<file path="src/rtl/mcu_timer.sv">
// mcu_timer: six-register timer/counter with prescaler, up/down, one-shot,
// terminal-count interrupt flag and compare-driven PWM.
module mcu_timer #(
    parameter int WIDTH   = 16,
    parameter int PRESC_W = 8
) (
    input  logic             clk,
    input  logic             rst_n,
    input  logic             wr_en,
    input  logic [2:0]       addr,
    input  logic [WIDTH-1:0] wdata,
    output logic [WIDTH-1:0] rdata,
    output logic             irq,
    output logic             pwm_out
);
    logic [3:0]         ctrl_q, ctrl_d;
    logic [PRESC_W-1:0] presc_q, presc_d, psc_q, psc_d;
    logic [WIDTH-1:0]   top_q, top_d, cmp_q, cmp_d, count_q, count_d;
    logic               flag_q, flag_d;
    logic               en, dir, oneshot, tick, term;
    logic               wr_ctrl, wr_presc, wr_top, wr_cmp, wr_count, wr_status;

    assign en        = ctrl_q[0];
    assign dir       = ctrl_q[1];
    assign oneshot   = ctrl_q[2];
    assign wr_ctrl   = wr_en && addr == 3'd0;
    assign wr_presc  = wr_en && addr == 3'd1;
    assign wr_top    = wr_en && addr == 3'd2;
    assign wr_cmp    = wr_en && addr == 3'd3;
    assign wr_count  = wr_en && addr == 3'd4;
    assign wr_status = wr_en && addr == 3'd5;
    assign tick      = en && psc_q == presc_q;
    assign term      = tick && (dir ? count_q == '0 : count_q == top_q);
    assign irq       = flag_q & ctrl_q[3];
    assign pwm_out   = en & (count_q < cmp_q);

    always_comb begin
        ctrl_d  = wr_ctrl ? wdata[3:0] : (term && oneshot) ? {ctrl_q[3:1], 1'b0} : ctrl_q;
        presc_d = wr_presc ? wdata[PRESC_W-1:0] : presc_q;
        top_d   = wr_top ? wdata : top_q;
        cmp_d   = wr_cmp ? wdata : cmp_q;
        count_d = wr_count ? wdata :
                  !tick    ? count_q :
                  term     ? (dir ? top_q : '0) :
                  dir      ? count_q - WIDTH'(1) : count_q + WIDTH'(1);
        // Prescaler restarts from 0 whenever counting (re)starts or COUNT is loaded.
        psc_d   = (wr_count || !en || !ctrl_d[0] || tick) ? '0 : psc_q + PRESC_W'(1);
        flag_d  = term || (flag_q && !(wr_status && wdata[0]));
    end

    always_comb begin
        rdata = '0;
        case (addr)
            3'd0: rdata = WIDTH'(ctrl_q);
            3'd1: rdata = WIDTH'(presc_q);
            3'd2: rdata = top_q;
            3'd3: rdata = cmp_q;
            3'd4: rdata = count_q;
            3'd5: rdata = WIDTH'(flag_q);
            default: rdata = '0;
        endcase
    end

    always_ff @(posedge clk or negedge rst_n) begin
        if (!rst_n) begin
            ctrl_q  <= '0;
            presc_q <= '0;
            psc_q   <= '0;
            top_q   <= '0;
            cmp_q   <= '0;
            count_q <= '0;
            flag_q  <= 1'b0;
        end else begin
            ctrl_q  <= ctrl_d;
            presc_q <= presc_d;
            psc_q   <= psc_d;
            top_q   <= top_d;
            cmp_q   <= cmp_d;
            count_q <= count_d;
            flag_q  <= flag_d;
        end
    end
endmodule

</file>
<file path="config.mk">
export PLATFORM = sky130hd
export DESIGN_NAME = mcu_timer
export DESIGN_NICKNAME = d
export VERILOG_FILES = /design/src/rtl/mcu_timer.sv
export SDC_FILE = /design/constraint.sdc
export NUM_CORES = 1
export LEC_CHECK = 0
export CORE_ASPECT_RATIO = 0.7
export CORE_MARGIN = 2
export CORE_UTILIZATION = 40
export DETAILED_ROUTE_END_ITERATION = 10
export DONT_BUFFER_PORTS = 1
export SYNTH_ARGS = -nofsm -noshare
export SYNTH_HDL_FRONTEND = slang
export SYNTH_SLANG_ARGS = --single-unit
export TNS_END_PERCENT = 50
</file>
<file path="constraint.sdc">
create_clock -name clk -period 3.9 [get_ports clk]
set_clock_uncertainty 0.2 [all_clocks]
set_input_delay 0.78 -clock clk [delete_from_list [all_inputs] [get_ports clk]]
set_output_delay 0.78 -clock clk [all_outputs]
set_load 0.05 [all_outputs]
</file>
Word level (Yosys, flattened, before mapping)
Cells that the tools add are included.
{ "word_totals": {"ram_bits": 0, "n_memories": 0, "mem_bits_ro": 0, "input_bits": 22, "latch_bits": 0, "register_bits": 69, "word_cells": 52} }
{ "op_classes": {"n_bitwise": 2, "magnitude_cmp": 1, "addsub": 3, "muxes": 10, "mul": 0, "shift": 0, "div": 0, "eq_ne": 7, "n_reduce_logical": 21} }
{ "op_table": {"columns": ["cell", "count"], "rows": [
  ["$pmux W16 S6", 1],
  ["$mux W16", 5],
  ["$add A16 B1 Y16 const B", 1],
  ["$eq A16 B16 Y1", 1],
  ["$logic_not A16 Y1", 1],
  ["$lt A16 B16 Y1", 1],
  ["$sub A16 B1 Y16 const B", 1],
  ["$logic_and A1 B1 Y1", 11],
  ["$add A8 B1 Y8 const B", 1],
  ["$eq A8 B8 Y1", 1],
  ["$mux W8", 1],
  ["$eq A3 B2 Y1 const B", 2],
  ["$eq A3 B3 Y1 const B", 2],
  ["$logic_or A1 B1 Y1", 4],
  ["$mux W4", 1],
  ["$eq A3 B1 Y1 const B", 1],
  ["$logic_not A1 Y1", 3],
  ["$logic_not A3 Y1", 1],
  ["$and A1 B1 Y1", 2],
  ["$mux W1", 2],
  ["$reduce_bool A2 Y1", 1]
]} }

Depth between registers and ports, before layout
Gate-level depths: netlist (run 1).
{ "depth": {"depth_word": 10, "mapped_depth": 9} }

Worst setup path after synthesis (run 1)
No wires, ideal clock.
{ "synth_timing": {"path_type": "input-to-output", "from": "input port addr[1]", "to": "output port rdata[4]", "t_arrival_ns": 2.757, "slack_ns": 0.163, "stages": 5, "required_time_ns": 2.920, "cell_sequence": "buf_2 clkbuf_1 nor2b_1 a21oi_1 o21ai_0"} }
{ "synth_via": {"elab_chain_cells": 2, "elab_cells_between_ends": 7, "cone_classes": "5 x eq/ne; 1 x mux; 1 x reduce/logical"} }
{ "synth_lines": {"columns": ["item", "line_no", "source"], "rows": [
  ["from (decl)", "10", "input logic [2:0] addr,"],
  ["$eq A3 B3 Y1 (tied with other cells)", "53", "case (addr)"],
  ["$pmux W16 S6 *", "53", null],
  ["to (decl)", "12", "output logic [WIDTH-1:0] rdata,"]
]} }
Every way passes the cells marked *; elsewhere a longest branch is shown, timed or not.

Final worst setup path (run 1)
{ "layout_timing": {"from": "register count_q[9]", "to": "output port pwm_out"} }
{ "layout_via": {"elab_chain_cells": 2} }
{ "layout_lines": {"columns": ["item", "line_no", "source"], "rows": [
  ["from (decl)", "18", "logic [WIDTH-1:0] top_q, top_d, cmp_q, cmp_d, count_q, count_d;"],
  ["from (signal assigned)", "79", "count_q <= count_d;"],
  ["$lt A16 B16 Y1", "35", "assign pwm_out = en & (count_q < cmp_q);"],
  ["$and A1 B1 Y1", "35", null],
  ["to (decl)", "14", "output logic pwm_out"]
]} }
Every way passes these cells.

==> results of run 1 <==
-- worst max path at each step --
stage	endpoint	slack [ps]	cells after the start
finish	pwm_out	650	7
global route	pwm_out	550	7
CTS	pwm_out	660	7
detailed placement	rdata[12]	980	5
global placement	rdata[12]	1010	5
floorplan	rdata[4]	160	5
-- cells in the mapped netlist (all sizes together), types with 5 or more instances --
master	n	area share (%)
ha	30	7.6
nand3	27	2.9
mux2	42	9.6
a21o	6	0.92
nand2	38	2.9
nand4	13	1.8
mux2i	16	3.3
a211oi	5	0.87
clkbuf	8	0.61
nor3	8	1.1
and3	10	1.3
nor2b	5	0.64
buf	11	1.2
o21ai	28	2.9
inv	27	2.1
xor2	17	3.0
nand2b	5	0.64
nor2	30	2.3
a221o	8	1.6
dfrtp	69	35
nor4	6	1.2
a21oi	35	3.6
xnor2	23	4.1
-- timing repair --
item	CTS	global route
gates resized for setup	0	0
endpoints found under the hold margin	69	0
hold buffers	1	0
-- worst max-delay path, cell delays in order (launching register included) --
cell and delay [ps]:
dfrtp_1 480, ha_1 340, a21o_1 170, a21o_1 180, a21oi_1 220, o211ai_1 130
a21oi_1 180, buf_4 230
-- per-layer routing --
layer,vias to the layer above,share of wire (%),GRT usage [%]
met3,16,9.2,6.76
met5,-,0,0
li1,1901,-,-
met4,0,1.0,4.41
met1,2082,50,37.3
met2,168,39,30.5
-- final cells by class --
type                    count  area (um^2)  area share (%)
flip-flops and latches     69         1730            31.6
multi-input cells         399         3000            54.8
repair buffers             21          178            3.25
well taps                 157          196            3.59
inverters                  27          101            1.85
clock buffers              11          243            4.44
clock inverters             4         25.0           0.458
-- stage by stage --
stage | util, % | hold slack (ps) | total power (uW) | instances
2_1_floorplan | - | 264 | 2270 | 514
3_3_place_gp | 43.6 | 289 | 2700 | 672
3_5_place_dp | 43.6 | 289 | 2720 | 672
4_1_cts | 46.1 | 141 | 3490 | 688
5_1_grt | 46.1 | 135 | 3750 | 688
6_report | 46.1 | 112 | 3520 | 688
-- sequential cells by signal, summed over array words and instances, names as in the netlist --
register  flops
cmp_q        16
ctrl_q        4
top_q        16
psc_q         8
presc_q       8
count_q      16
flag_q        1
-- kinds of logic (layout without fill, tap and decap cells) --
family,count (synthesis),after routing
compound gates,111,111
xor+xnor,40,40
mux,60,60
flops,69,69
buf+inv,46,63
fa+ha+maj,31,31
simple gates,157,157
-- power by group through the flow --
stage / clock network (uW) / logic (uW) / registers, uW
after floorplan: 0 / 1200 / 1070
after global placement: 0 / 1510 / 1190
after detailed placement: 0 / 1520 / 1200
after CTS: 749 / 1560 / 1190
after global routing: 782 / 1750 / 1220
final: 741 / 1580 / 1200
==> run summary, run 1 <==
The count of maximum capacitance violations is 0. The critical path is of the reg -> out type. The sequential fraction of the synthesis area is 35.2%. The maximum vdd drop came out at roughly 280 uV. In this run the deepest clock path goes through 2 buffers.

The final routed wire length divided by cell count came out at 21.0 um. The clock edge transition at the registers on the reported setup and hold paths came out at about 60 ps. In the routed design, unresolved DRC markers number 0. The y dimension of the die came out at roughly 97 um. The synthesized area per cell came out at roughly 9.5 um^2.

The number of CTS-inserted buffers is 9. The first global-routing pass estimated ~24000 um of wire. The share of the clock period used by the worst path came out at a little over four fifths. The internal power component is between 2000 and 2500 uW. The post-CTS setup buffer count is 0. The capture instance of the worst register-to-register path is count_q[14]$_DFFE_PN0P_. The minimum setup slack among reg-to-reg paths came out at approximately 930 ps. Fill cells in the final layout number ~1100. The area of the die is approximately 13000 um^2.

The number of flops mapped to enable cells by yosys came out at 0. The switching power share of the total is about 43%. The first-pass detailed-route iteration total came out at 5. The region available for standard cell placement spans around 12000 um^2. The deepest level of the CTS H-tree is 3.

The pre-CTS setup slack is around 980 ps. The shortest clock period the worst path allows after layout is around 3200 ps. The cell area after technology mapping is approximately 4900 um^2. For the worst flop-to-flop path, the logic depth is 8. The fraction of synthesis flops using an asynchronous set or reset pin came out at 100%. The maximum fanout along the worst path is 6.

The number of storage elements in the synthesis netlist is 69. The source-to-sink clock delay at the later pin of the worst-skew pair is approximately 330 ps. The worst setup path startpoint is count_q[9]$_DFFE_PN0P_. After synthesis, the largest family of logic cells by area is simple AND/OR/NAND/NOR gates. The data arrival time of the critical path came out at ~2300 ps. The sum of routed wire length over all layers is between 10000 and 15000 um.

The horizontal die dimension came out at 136 um. The total of buffers placed on input and output ports is 0. Dividing the detail-routed via count by the number of cells gives a little over 6. The fraction of the mapped netlist area in compound gates is 14.9%. The congestion estimate from routability-driven global placement came to between 0.9 and 1. Summing over every cut layer, the via total after detailed routing is ~4200. The initial core utilization came out at 41.4%. Entering global routing, the biggest net connects 70 pins. The half-perimeter wire length after placement is about 11000 um. The number of global-route vias before repair came out at just over 4000.

For this run, the post-layout net count is between 500 and 600. The tree is rooted in a clkbuf_16. The highest achievable clock rate came out at between 300 and 400 MHz. The initial antenna violation count is 0. The post-placement cell area is around 5200 um^2. The number of unique standard cell types used by synthesis came out at between 60 and 70. The worst setup slack after layout is ~650 ps. The flow ran to the end, and the final reports show no timing, DRC or antenna violations. Cells with a size suffix above 1 make up between 10% and 20% of the layout. For this design, the sink count on the clock tree is just under 70. The clock tree from TritonCTS is built.

The worst register-to-register path begins at ctrl_q[1]$_DFFE_PN0P_. The clock share of power came out at around a fifth. The number of inserted diodes is 0. The count of endpoints failing hold in the final timing report was 0.

The post-route standard cell area excluding fillers is 5470 um^2. The static power due to leakage is 0.00241 uW. Measured against its own limit, the worst slew margin works out to 35.4%.

The count of boundary I/O pins is 40. The number of endpoints failing setup at the final stage came out at 0. The number of rows in the core area came out at 33. Relative to the synthesized area, the layout overhead comes to 11.4%. Sequential cells account for between 30 and 40% of the total power. Of the total synthesized cell area, the portion taken by full adders, half adders and majority gates is under 10%. The multiplexer fraction of the synthesized cell area is between 10% and 20%. Leaving out fill and tap cells, the most frequent cells in the layout are 69 x dfrtp_1, 42 x mux2_2, 38 x nand2_1.

The net count of the mapped netlist came out at between 500 and 600. STA classifies the critical path startpoint as a flip-flop. The detailed router finished its first iteration with about 480 violations. STA puts the critical path data required time at ~3000 ps. The number of warnings issued by yosys came out at 0. The area share of xor/xnor cells in the synthesized design is about 7.1%.

The count of final max-slew check failures was 0. The instance count of the mapped netlist came out at just over 500. The overall track demand over capacity in global routing came out at a little under a quarter. Summing the areas of all and, or, nand and nor instances in the mapped netlist gives 17.0% of the synthesized area. The measured slew at the worst slew-check pin is 966 ps. The switching power is about 1500 uW. The capturing element type of the critical path is an output port. In this run the power density over the cells is ~640 nW/um^2. The total negative slack for setup checks came out at 0 ps. The min-delay analysis places its worst path in the category in -> async. The most used flip-flop cell after synthesis is dfrtp_1. Setup repair after global routing left no endpoint under its margin. The remaining global-route overflow came out at 0. The most frequent standard cell in the layout excluding fill and tap cells is dfrtp_1.

The combinational share of power is approximately 45%. The number of nets with antenna violations after detailed routing came out at 0.
No activity file was read; power rests on OpenSTA's default activity.
==> run 2: changes to the inputs <==
- clock period: 3.9 -> 3.01 ns (I/O delays scaled with it)
==> run 2 against run 1 <==
Via count decreased by 0.36%. Combinational power increased by 41%. Sequential share of layout area decreased by 1.9 points. Critical path depth increased by 1. Worst hold slack improved by 91 ps. Clock power increased by 77%. Sequential power increased by 23%. Count of clock-buffer cells in the layout decreased by 2. Design area increased by 6.8%. Setup slack got worse by 540 ps. Largest cell class unchanged. Largest power group unchanged. Highest routed layer unchanged.
==> run summary, run 2 (same netlist as run 1, synthesis figures left out) <==
The number of endpoints failing setup at the final stage was 0 (unchanged). The last weighted congestion value of the routability-driven placer is 0.920 (+0.88%). The source-to-sink clock delay at the later pin of the worst-skew pair came to 340 ps (about the same).

The core box area is 11900 um^2 (unchanged). The number of nets with antenna violations after detailed routing is 0 (unchanged). The post-route standard cell area excluding fillers is 5840 um^2 (+6.8%). The total DRC errors in the routed layout is 0 (unchanged).

The path class of the tightest hold or removal check is in -> reg. The overall track demand over capacity in global routing is 22.6% (-0.68 points). The flow ran to the end, and the final reports show no timing, DRC or antenna violations. The first-pass detailed-route iteration total came out at 5 (unchanged). The number of sinks driven by the clock tree came out at 69 (unchanged).

The count of final max-slew check failures was 0 (unchanged). The count of maximum capacitance violations is 0 (unchanged). The clock edge transition at the registers on the reported setup and hold paths was 60 ps (about the same). The switching power share of the total is 39.4% (-3.5 points).

The pre-CTS setup slack is 211 ps (-765 ps). The combinational share of power came out at 44.3% (-0.5 points). The placed instance count came out at 680 (+1.2%). The sequential fraction of design power is 29.5% (-4.6 points). The count of filler cells inserted in the layout was 1092 (-4.1%). The number of buffers on the longest clock path was 2 (unchanged).

The horizontal die dimension is 136 um (unchanged). The initial detailed-routing violation count came out at 395 (-18%). The routed via count divided by cell count is 5.92 (-2.2%). The maximum fanout along the worst path is 3 (-3). The internal power component came to 3050 uW (+52%). STA classifies the critical path startpoint as a flip-flop.

The total power density per cell area was 862 nW/um^2 (+34%). The y dimension of the die is 96.7 um (unchanged). The count of boundary I/O pins is 40 (unchanged). The worst setup path is of the reg -> out kind. Clock tree synthesis selected as its root buffer the cell clkbuf_16. The static power due to leakage is 0.00255 uW (+5.9%). The number of cells in the finished layout apart from fillers is 701 (+1.9%). The deepest level of the CTS H-tree came to 3 (unchanged). The data arrival time of the critical path is 2100 ps (-170 ps).

The count of endpoints failing hold in the final timing report came out at 0 (unchanged). The number of global-route vias before repair is 4038 (-2.1%). The library cell used most frequently in the layout, excluding fill and tap cells, is dfrtp_1. The wire length of the first global-routing pass is 22900 um (-2.6%). The total of buffers placed on input and output ports is 0 (unchanged). The initial core utilization came out at 41.4% (unchanged).

The worst setup slack after layout came to 112 ps (-541 ps). The share of the clock period used by the worst path came out at slightly below 100%. The largest net degree at the start of global routing is 70 (unchanged). The number of rows in the core area came out at 33 (unchanged). The total negative slack for setup checks is 0 ps (unchanged).

The final routed wire length divided by cell count is 20.1 um (-4.1%). The largest registers in the layout are cmp_q (16), count_q (16), top_q (16). TritonCTS built the clock tree. The area of the die is 13200 um^2 (unchanged). The post-placement cell area came out at 5380 um^2 (+4.1%). STA classifies the critical path endpoint as an output port. The post-layout utilization of the core is 49.3% (+3.1 points). The switching power came out at 1980 uW (+31%). The number of inserted diodes came out at 0 (unchanged). The relative slew slack came out at 37.4% (+2.0 points). The remaining global-route overflow came to 0 (unchanged). In the layout the commonest cells are 66 x dfrtp_1, 42 x mux2_2, 38 x nand2_1. The net total in the final layout came out at 592 (+2.1%). The clock share of power came out at 26.1% (+5.0 points). The worst path needs between 2000 and 3000 ps of the cycle, external delays included. The highest achievable clock rate is 345 MHz. The area occupied by registers was 1730 um^2 (+0.22%). The half-perimeter wire length after placement came out at 10700 um (+0.10%). The number of CTS-inserted buffers came to 9 (unchanged). The area growth from synthesis to layout came out at 18.9%. The measured slew at the worst slew-check pin is 941 ps (-24.5 ps).

The multi-input combinational cell area is 3020 um^2 (+0.67%). The proportion of layout cells with a drive suffix above 1 came out at 21.0% (+3.1 points). The maximum vdd drop came to 364 uV (+31%). The sum of routed wire length over all layers came out at 14100 um (-2.3%). The initial antenna violation count is 0 (unchanged). The required arrival time at the worst endpoint is 2210 ps (-710 ps). The via count of the routed design is 4152 (-0.36%).
==> run 2: cell type report <==
class / instances / area share (%)
inverter: 27 / 1.74
clock inverter: 7 / 2.49
sequential: 69 / 29.6
clock buffer: 9 / 3.86
multi-input combinational: 399 / 51.7
tap: 157 / 3.37
timing repair buffer: 33 / 7.20
==> run 2: metal layers <==
metal | routed length (um) | vias to the layer above | share of wire (%) | track usage (%)
li1 | - | 1929 | - | -
met1 | 7150 | 2050 | 51 | 36.4
met2 | 5640 | 164 | 40 | 29.5
met3 | 1240 | 9 | 8.8 | 6.34
met4 | 93 | 0 | 0.66 | 4.09
met5 | 0 | - | 0 | 0
==> run 2: worst paths after layout <==
kind                                           end  slack [ps]             startpoint  cells after the start
max                                        pwm_out         110   cmp_q[9]$_DFFE_PN0P_                      8
min                         count_q[1]$_DFFE_PN0P_         200               wdata[1]                      2
max reg2reg                count_q[14]$_DFFE_PN0P_         310  ctrl_q[1]$_DFFE_PN0P_                      8
min reg2reg                     psc_q[0]$_DFF_PN0_         320     psc_q[0]$_DFF_PN0_                      1
max in group asynchronous   count_q[1]$_DFFE_PN0P_        1670                  rst_n                      2
min in group asynchronous    cmp_q[13]$_DFFE_PN0P_         590                  rst_n                      2
==> run 2: worst max-delay path, cell delays in order (launching register included) <==
cell      delay, ps
dfrtp_1         390
inv_1           100
ha_4            200
a21o_1          150
a21o_1          180
a21oi_2         180
o211ai_1        150
a21oi_1         190
buf_4           220
==> run 2: timing repair <==
item / 4_1_cts / 5_1_grt
pin swaps: 1 / 3
setup endpoints to repair: 1 / 1
resized for setup: 2 / 4
hold buffers: 2 / 0
hold endpoints to repair: 69 / 0
setup buffers: 1 / 2
==> run 2: power by group through the flow <==
stage	Sequential [uW]	Combinational (uW)	Clock [uW]
after floorplan	1390	1560	0
after global placement	1490	2070	0
after detailed placement	1510	2090	0
after CTS	1480	2170	1330
after global routing	1520	2460	1380
final	1480	2230	1310
==> run 2: stage by stage <==
step | total power [uW] | hold slack [ps]
final | 5030 | 204
after global routing | 5350 | 195
after CTS | 4980 | 189
after detailed placement | 3600 | 110
after global placement | 3560 | 110
after floorplan | 2950 | 106
==> run 3: changes to the inputs <==
- CORE_UTILIZATION: 40 -> 60
- PLACE_DENSITY: not set -> 0.76
==> run 3 against run 2 <==
First-iteration DRC count up 37%. Count of clock-buffer cells in the layout up 3. Clock power down 18%. Critical endpoint unchanged. Largest power group unchanged. Highest routed layer unchanged.
==> run summary, run 3 (same netlist as run 1, synthesis figures left out) <==
The net total in the final layout was 588 (-0.68%). The largest net degree at the start of global routing came to 70 (unchanged). The data arrival time of the critical path is 2120 ps (+20 ps). The library cell used most frequently in the layout, excluding fill and tap cells, is dfrtp_1.

The y dimension of the die came out at 79.7 um (-18%). The number of endpoints failing setup at the final stage is 0 (unchanged). The shortest clock period the worst path allows after layout came out at 2930 ps (+28.2 ps). The initial detailed-routing violation count came to 542 (+37%).

The total of buffers placed on input and output ports is 0 (unchanged). The minimum setup slack among reg-to-reg paths was 310 ps (about the same). The source-to-sink clock delay at the later pin of the worst-skew pair was 340 ps (about the same). The tree is rooted in a clkbuf_16.

The origin of the critical flop-to-flop path is count_q[0]$_DFFE_PN0P_. The sum of routed wire length over all layers came out at 14200 um (+0.64%). The count of boundary I/O pins is 40 (unchanged).

The number of rows in the core area is 27 (-18%). The clock edge transition at the registers on the reported setup and hold paths is 60 ps (about the same). The run finished with clean final reports. The final routed wire length divided by cell count is 22.2 um (+10%). The number of sinks driven by the clock tree is 69 (unchanged). The post-route standard cell area excluding fillers came out at 5660 um^2 (-3.1%). The count of maximum capacitance violations is 0 (unchanged). The startpoint of the lowest-slack hold path is wdata[5]. The routed via count divided by cell count is 6.77 (+14%). The wire length of the first global-routing pass came to 22400 um (-2.2%). The number of CTS-inserted buffers is 9 (unchanged). The critical path is of the reg -> out type. The area growth from synthesis to layout came out at 15.3%. The count of filler cells inserted in the layout is 571 (-48%). STA classifies the critical path startpoint as a flip-flop. The half-perimeter wire length after placement came to 10300 um (-4.2%). The relative slew slack came to 37.6% (+0.19 points). The total DRC errors in the routed layout came out at 0 (unchanged). The deepest level of the CTS H-tree is 3 (unchanged). The final hold slack is 198 ps (-5.69 ps). The required arrival time at the worst endpoint is 2210 ps (about the same). The first-pass detailed-route iteration total is 5 (unchanged). The last weighted congestion value of the routability-driven placer came out at 0.966 (+4.9%). The maximum fanout along the worst path came out at 6 (+3). The largest registers in the layout are cmp_q (16), count_q (16), top_q (16). The core box area is 7910 um^2 (-33%). The worst min-delay path category is in -> reg. The total power density per cell area came to 848 nW/um^2 (-1.6%). The horizontal die dimension is 112 um (-18%). The overall track demand over capacity in global routing is 32.6% (+10 points).

The post-placement cell area came out at 5300 um^2 (-1.6%). The share of the clock period used by the worst path came to 97.2% (+0.94 points). The number of global-route vias before repair came out at 4090 (+1.3%). The measured slew at the worst slew-check pin is 938 ps (-2.81 ps).

The initial core utilization came to 62.1% (+21 points). The worst setup path is captured at an output port. The maximum vdd drop is 595 uV (+64%).

The highest achievable clock rate came out at 342 MHz (-0.96%). The static power due to leakage is 0.00250 uW (-2.0%). The number of buffers on the longest clock path came to 2 (unchanged). The remaining global-route overflow is 0 (unchanged). The count of final max-slew check failures was 0 (unchanged). The initial antenna violation count is 0 (unchanged). The proportion of layout cells with a drive suffix above 1 came out at 19.5% (-1.5 points). The area of the die was 8930 um^2 (-32%).

The number of inserted diodes came out at 0 (unchanged). TritonCTS built the clock tree. The total negative slack for setup checks was 0 ps (unchanged). The top cell types in the final layout, fill and taps aside, are 68 x dfrtp_1, 42 x mux2_2, 38 x nand2_1.

The count of endpoints failing hold in the final timing report is 0 (unchanged). In this run the worst setup path begins at count_q[8]$_DFFE_PN0P_. The number of nets with antenna violations after detailed routing is 0 (unchanged). The via count of the routed design came to 4334 (+4.4%).
[run 3: stage by stage]
step	setup WS (ps)	power [uW]	util, %	cells
5_1_grt	-9.05	5030	71.6	640
3_5_place_dp	346	3580	67.0	622
4_1_cts	29.1	4680	71.3	639
3_3_place_gp	431	3510	67.0	622
2_1_floorplan	-256	2950	-	514
6_report	84.0	4800	71.6	640
[run 3: final timing paths]
path                                           end  depth (start not counted)
max reg2reg                count_q[12]$_DFFE_PN0P_                          8
min reg2reg                       flag_q$_DFF_PN0_                          1
max                                        pwm_out                          7
max in group asynchronous   count_q[6]$_DFFE_PN0P_                          2
min in group asynchronous  count_q[14]$_DFFE_PN0P_                          2
min                         count_q[5]$_DFFE_PN0P_                          2
[run 3: worst max-delay path: stages, from the launching register on]
cell and delay, ps:
dfrtp_1 500, ha_1 250, a21o_1 180, a21o_1 180, a21oi_2 170, o211ai_1 130, a21oi_2 200, buf_6 180
[run 3: cell type report]
class	count	area (um^2)	area share (%)
timing repair buffer	29	394	6.97
sequential	69	1730	30.5
clock buffer	12	256	4.53
tap	101	126	2.23
multi-input combinational	399	3010	53.1
clock inverter	3	45.0	0.796
inverter	27	101	1.79
[run 3: power by group]
| group | total (uW) | switching [uW] | internal, uW |
|---|---|---|---|
| clock | 1070 | 387 | 682 |
| sequential | 1510 | 362 | 1150 |
| combinational | 2220 | 1230 | 984 |
| total | 4800 | 1980 | 2810 |
[run 3: repair_timing]
| action | CTS | global route |
|---|---|---|
| setup endpoints to repair | 0 | 1 |
| setup buffers | 0 | 1 |
| gates resized for setup | 0 | 4 |
| hold buffers | 2 | 0 |
| hold endpoints to repair | 69 | 0 |
[run 3: layer usage]
| layer | up-vias | wire [um] | GRT usage, % |
|---|---|---|---|
| li1 | 1921 | - | - |
| met1 | 2125 | 6440 | 48.9 |
| met2 | 251 | 6010 | 46.6 |
| met3 | 37 | 1550 | 9.87 |
| met4 | 0 | 211 | 6.59 |
| met5 | - | 0 | 0 |
